<file path="config.mk">
export PLATFORM = sky130hd
export DESIGN_NAME = dbus_mmio_responder
export DESIGN_NICKNAME = d
export VERILOG_FILES = /design/src/rtl/dbus_mmio_responder.sv
export SDC_FILE = /design/constraint.sdc
export NUM_CORES = 1
export LEC_CHECK = 0
export CAP_MARGIN = 20
export CORE_UTILIZATION = 56
export CTS_CLUSTER_DIAMETER = 200
export CTS_CLUSTER_SIZE = 16
export DETAILED_ROUTE_END_ITERATION = 12
export GPL_TIMING_DRIVEN = 0
export PLACE_DENSITY = 0.86
export SLEW_MARGIN = 20
export SYNTH_ARGS = -nofsm -noshare
export SYNTH_HDL_FRONTEND = slang
export SYNTH_SLANG_ARGS = --single-unit
</file>
<file path="constraint.sdc">
create_clock -name clk_i -period 6.4 [get_ports clk_i]
set_input_delay 0.96 -clock clk_i [delete_from_list [all_inputs] [get_ports clk_i]]
set_output_delay 0.96 -clock clk_i [all_outputs]
set_load 0.1 [all_outputs]
</file>
<file path="src/rtl/dbus_mmio_responder.sv">
// MMIO data-bus responder: stdout FIFO, test status, exit code, cycle counter.
// Define DBUS_RANDOM_STALL_EN to add LFSR-driven random grant stalls.
module dbus_mmio_responder #(
   parameter logic [31:0] BASE_ADDR  = 32'h1000_0000,
   parameter int          FIFO_DEPTH = 8,
   parameter logic [31:0] PASS_MAGIC = 32'd123456789
) (
   input  logic        clk_i,
   input  logic        rst_ni,
   input  logic        data_req_i,
   input  logic        data_we_i,
   input  logic [3:0]  data_be_i,
   input  logic [31:0] data_addr_i,
   input  logic [31:0] data_wdata_i,
   output logic        data_gnt_o,
   output logic        data_rvalid_o,
   output logic [31:0] data_rdata_o,
   output logic        data_err_o,
   output logic        stdout_valid_o,
   output logic [7:0]  stdout_data_o,
   input  logic        stdout_ready_i,
   output logic        tests_passed_o,
   output logic        tests_failed_o,
   output logic        exit_valid_o,
   output logic [31:0] exit_value_o
);

   localparam int AW = $clog2(FIFO_DEPTH);

   logic [AW:0]  wptr, rptr, count;
   logic [7:0]   mem [FIFO_DEPTH];
   logic [31:0]  cycle;
   logic [31:0]  rd_mux;
   logic [2:0]   off;
   logic         hit, fifo_full, stall, rnd_stall;
   logic         wr_stdout, wr_status, wr_exit, wr_cycle;
   logic         push, pop;
   logic         unused_ok;

   assign unused_ok = ^{data_be_i, data_addr_i[1:0]};

   assign hit = data_addr_i[31:5] == BASE_ADDR[31:5];
   assign off = data_addr_i[4:2];

   assign wr_stdout = data_req_i && data_we_i && hit && off == 3'd0;
   assign wr_status = data_gnt_o && data_we_i && hit && off == 3'd1;
   assign wr_exit   = data_gnt_o && data_we_i && hit && off == 3'd2;
   assign wr_cycle  = data_gnt_o && data_we_i && hit && off == 3'd3;

   assign count     = wptr - rptr;
   assign fifo_full = count == (AW + 1)'(FIFO_DEPTH);

   assign stall      = (wr_stdout && fifo_full) || rnd_stall;
   assign data_gnt_o = data_req_i && !stall;

`ifdef DBUS_RANDOM_STALL_EN
   logic [15:0] lfsr;
   logic [1:0]  stall_cnt;

   // Cap consecutive random stalls at 3 so a request is never starved.
   assign rnd_stall = data_req_i && lfsr[1:0] == 2'b00 && stall_cnt != 2'd3;

   always_ff @(posedge clk_i or negedge rst_ni) begin
      if (!rst_ni) begin
         lfsr      <= 16'hACE1;
         stall_cnt <= 2'd0;
      end else begin
         lfsr <= {lfsr[14:0], lfsr[15] ^ lfsr[13] ^ lfsr[12] ^ lfsr[10]};
         if (!data_req_i || data_gnt_o)
            stall_cnt <= 2'd0;
         else if (stall_cnt != 2'd3)
            stall_cnt <= stall_cnt + 2'd1;
      end
   end
`else
   assign rnd_stall = 1'b0;
`endif

   assign push = data_gnt_o && wr_stdout;
   assign pop  = stdout_valid_o && stdout_ready_i;

   assign stdout_valid_o = count != '0;
   assign stdout_data_o  = stdout_valid_o ? mem[rptr[AW-1:0]] : 8'h00;

   always_ff @(posedge clk_i) begin
      if (push)
         mem[wptr[AW-1:0]] <= data_wdata_i[7:0];
   end

   always_ff @(posedge clk_i or negedge rst_ni) begin
      if (!rst_ni) begin
         wptr <= '0;
         rptr <= '0;
      end else begin
         if (push)
            wptr <= wptr + 1'b1;
         if (pop)
            rptr <= rptr + 1'b1;
      end
   end

   always_comb begin
      rd_mux = 32'h0;
      if (!hit)
         rd_mux = 32'hDEAD_BEEF;
      else if (!data_we_i) begin
         case (off)
            3'd0:    rd_mux = 32'(count);
            3'd1:    rd_mux = {30'b0, tests_failed_o, tests_passed_o};
            3'd2:    rd_mux = exit_value_o;
            3'd3:    rd_mux = cycle;
            default: rd_mux = 32'h0;
         endcase
      end
   end

   always_ff @(posedge clk_i or negedge rst_ni) begin
      if (!rst_ni) begin
         data_rvalid_o  <= 1'b0;
         data_rdata_o   <= 32'h0;
         data_err_o     <= 1'b0;
         tests_passed_o <= 1'b0;
         tests_failed_o <= 1'b0;
         exit_valid_o   <= 1'b0;
         exit_value_o   <= 32'h0;
         cycle          <= 32'h0;
      end else begin
         data_rvalid_o <= data_gnt_o;
         data_rdata_o  <= data_gnt_o ? rd_mux : 32'h0;
         data_err_o    <= data_gnt_o && !hit;
         exit_valid_o  <= wr_exit;
         cycle         <= wr_cycle ? 32'h0 : cycle + 32'd1;
         if (wr_exit)
            exit_value_o <= data_wdata_i;
         if (wr_status && data_wdata_i == PASS_MAGIC)
            tests_passed_o <= 1'b1;
         if (wr_status && data_wdata_i == 32'd1)
            tests_failed_o <= 1'b1;
      end
   end

endmodule

</file>
==> summary.md <==
| Metric | Value |
|---|---|
| Run status | `finished clean` |
| Total of fill cells in the finished design | `791` |
| Count of flip-flops with a built-in enable after synthesis | `64` |
| Most Frequent Cell on Critical Path | `sky130_fd_sc_hd__clkbuf_1` |
| First-pass GRT wire length | `31.7 mm` |
| Power Density | `324 nW/um^2` |
| Clock skew | `7.99 ps` |
| Worst-path fanout max | `10` |
| Die span in x | `118 um` |
| Depth of the CTS H-tree | `4` |
| Max-Cap Viols | `0` |
| Post-synthesis instance total | `553` |
| Summed instance area of the synthesized netlist | `7570 sq um` |
| Chain of cells forming the critical path | `clkbuf_1 > clkbuf_1 > inv_1 > fa_1 > xor2_1 > or3_1 > clkbuf_1 > nor3b_1 > buf_2 > a21oi_1 > clkdlybuf4s50_1` |
| Number of warnings issued by yosys | `0` |
| Detailed Route Iter0 Violations | `434` |
| Antenna viol nets, final | `0` |
| WHS | `between 400 and 500 ps` |
| Critical path arrival | `4760 ps` |
| Share of synthesized flip-flops with an asynchronous set or reset | `63.0%` |
| Setup TNS | `0 ps` |
| Number of unique standard cell types used by synthesis | `45` |
| Number of port buffers | `143` |
| Post-CTS Hold Buffers | `0` |
| Tightest Hold Check Type | `in -> async` |
| Bufs and invs on worst path | `6` |
| Routed length per instance | `roughly 22 um` |
| Worst vdd ir | `about 0.17 mV` |
| Routability Congestion | `0.819` |
| Post-Synthesis Net Count | `633` |
| Mean instance size in the synthesized netlist | `about 14 sq um` |
| Final hold violations | `0` |
| Overall power consumption | `3.21 mW` |
| Die outline area | `about 14,000 sq um` |
| Routed via count divided by cell count | `5.92` |
| Clock tree from TritonCTS | `done` |
| Rel. slew slack | `29.0%` |
| ANT cells | `0` |
| Std-Cell Core Area | `13,200 sq um` |
| Setup repair after global routing missed its margin | `no` |
| Standby leakage power | `approximately 3.9 nW` |
| Pre-CTS setup slack | `1080 ps` |
| Count of vias placed by the detailed router | `5,397` |
| Final wirelength | `19.8 mm` |
| Vias in the first global route | `5,679` |
| Boundary pin count | `152` |
| Overall die height | `118 um` |
| Total setup violations reported at the end of the flow | `0` |
| Total Nets Final | `about 800` |
| Period minus WS final | `5720 ps` |
| Slew at the pin closest to its max-slew limit | `1060 ps` |
| Number of clock sinks | `173` |
| Core Util, Final | `75.3%` |
| Master cell of the clock root buffer | `sky130_fd_sc_hd__clkbuf_16` |
| Buffers inserted during post-CTS setup optimization | `0` |
| Commonest non-fill, non-tap cell in the layout | `sky130_fd_sc_hd__clkdlybuf4s50_1` |
| DRT Pass-1 Iters | `5` |
| Signed area change from the synthesized netlist to the final layout | `31.2%` |
| Worst setup slack after layout | `675 ps` |
| Detailed placement HPWL | `13.8 mm` |
| FP Rows | `42` |
| Total DRC errors in the routed layout | `0` |
| Maximum number of pins on one net before global-route repair | `59` |
| Total non-filler cell area in the finished layout | `9930 sq um` |
| Clock-pin slew on the worst setup and hold paths | `60 ps` |
| Critical path's largest stage delay | `970 ps` |
| Nature of the critical path startpoint | `register` |
| Category of cells accounting for the largest share of critical-path delay | `buffers and inverters` |
| Critical path capture point type | `output pin` |
| Total global routing track utilization | `30.6%` |
| Final Slew Violations | `0` |
| Commonest cells after routing, fill and taps aside | `sky130_fd_sc_hd__clkdlybuf4s50_1, sky130_fd_sc_hd__dfrtp_1, sky130_fd_sc_hd__edfxtp_1, sky130_fd_sc_hd__nor2_1, sky130_fd_sc_hd__nand2_1` |
| Crit path max-delay cell type | `sky130_fd_sc_hd__clkdlybuf4s50_1` |
| Sequential fraction of the synthesis area | `61.4%` |
| Total of cells resized after clock tree synthesis | `0` |
| Main flop type after synthesis | `sky130_fd_sc_hd__dfrtp_1` |
| Post-synthesis register bit count | `173` |
| Maximum clock frequency | `175 MHz` |
| Fraction of final layout cells with drive strength greater than 1 | `15.8%` |
| Final instance count without filler cells | `between 900 and 1,000` |
| Required time at the worst-slack endpoint | `5440 ps` |
| Initial standard-cell utilization of the core | `57.4%` |
| Worst Path Class, Setup | `reg -> out` |
| Initial antenna violation count | `0` |
| Post-route fraction of the period consumed by the critical path | `89.5%` |
| Instance area at placement | `just over 9000 sq um` |
| Number of placed cells counting well taps | `879` |
| Total global routing overflow | `0` |
| Number of buffers between clock root and the deepest sink | `2` |
| CTS buffer count | `17` |
| Worst-Skew Late Latency | `430 ps` |
[worst register-to-register path, delay by kind of cell, from the launching register on]
family | cells | cell delay, ps
flip-flops | 1 | 340
adder cells (fa/ha/maj) | 1 | 430
AND/OR/NAND/NOR | 2 | 930
AO/OA/AOI/OAI | 1 | 300
XOR/XNOR | 1 | 210
buffers and inverters | 4 | 1410
[power breakdown]
group | internal [mW] | switching [mW] | total (mW)
clock | 0.635 | 0.419 | 1.05
sequential | 1.17 | 0.0124 | 1.18
combinational | 0.301 | 0.674 | 0.976
[flip-flops by register name, indices dropped and copies added (netlist names)]
name / flops
mem: 64
cycle: 32
data_rdata_o: 32
exit_value_o: 32
rptr: 4
wptr: 4
data_err_o: 1
data_rvalid_o: 1
exit_valid_o: 1
tests_failed_o: 1
tests_passed_o: 1
[layer usage]
metal	GRT usage, %	share of wire (%)	vias to the layer above
met5	0	0	-
met2	51.9	53	241
met3	5.84	5.7	50
li1	-	-	2395
met1	37.7	38	2711
met4	14.7	3.5	0
[kinds of logic after synthesis]
logic type	Yosys count	synth area share [%]
flops	173	61.4
simple gates	168	12.0
compound gates	73	6.17
mux	53	12.0
buf+inv	43	3.02
xor+xnor	36	4.17
fa+ha+maj	7	1.26
[final cells by class]
cell class / instances / area (sq um) / share of cell area [%]
buffer: 31 / 184 / 1.85
clock buffer: 21 / 462 / 4.65
clock inverter: 11 / 140 / 1.41
inverter: 12 / 45.0 / 0.454
multi-input combinational: 337 / 2740 / 27.5
sequential: 173 / 4650 / 46.8
tap: 176 / 220 / 2.22
timing repair buffer: 150 / 1490 / 15.0
[worst paths after layout]
| kind | start | end | slack (ps) | cells after the start |
|---|---|---|---|---|
| worst min-delay path | rst_ni | data_rdata_o[29] | 480 | 1 |
| worst max register to register | rptr[1] | mem[6][2] | 2400 | 9 |
| worst min register to register | rptr[3] | rptr[3] | 500 | 1 |
| min in group clk_i | rptr[3] | rptr[3] | 500 | 1 |
| worst max-delay path | rptr[1] | stdout_data_o[1] | 680 | 11 |
| max in group asynchronous | rst_ni | exit_value_o[12] | 5280 | 2 |
[Yosys cell counts (2+ instances only)]
library cell,n,area share [%]
sky130_fd_sc_hd__dfrtp_1,109,36
sky130_fd_sc_hd__edfxtp_1,64,25
sky130_fd_sc_hd__nor2_1,43,2.1
sky130_fd_sc_hd__nand2_1,32,1.6
sky130_fd_sc_hd__a22oi_1,30,3.0
sky130_fd_sc_hd__mux2_4,29,5.8
sky130_fd_sc_hd__o21ai_0,23,1.5
sky130_fd_sc_hd__xor2_1,23,2.7
sky130_fd_sc_hd__nor4_1,19,1.6
sky130_fd_sc_hd__clkbuf_1,18,0.89
sky130_fd_sc_hd__mux4_2,18,5.4
sky130_fd_sc_hd__nand4_1,16,1.3
sky130_fd_sc_hd__a21oi_1,13,0.86
sky130_fd_sc_hd__nand3_1,13,0.86
sky130_fd_sc_hd__xnor2_1,13,1.5
sky130_fd_sc_hd__inv_1,11,0.55
sky130_fd_sc_hd__buf_2,9,0.59
sky130_fd_sc_hd__nor3_1,7,0.46
sky130_fd_sc_hd__and3_1,6,0.50
sky130_fd_sc_hd__ha_1,6,0.99
sky130_fd_sc_hd__mux2_2,6,0.89
sky130_fd_sc_hd__or3_1,6,0.50
sky130_fd_sc_hd__and4_1,5,0.58
sky130_fd_sc_hd__and2_1,4,0.33
sky130_fd_sc_hd__buf_12,3,0.79
sky130_fd_sc_hd__nand2b_1,2,0.17
sky130_fd_sc_hd__nand3b_1,2,0.20
sky130_fd_sc_hd__nor2b_1,2,0.17
sky130_fd_sc_hd__nor3b_1,2,0.20
sky130_fd_sc_hd__nor4_4,2,0.56
sky130_fd_sc_hd__nor4b_1,2,0.23
sky130_fd_sc_hd__o2111ai_1,2,0.23
Power figures use the tool's default switching activity.
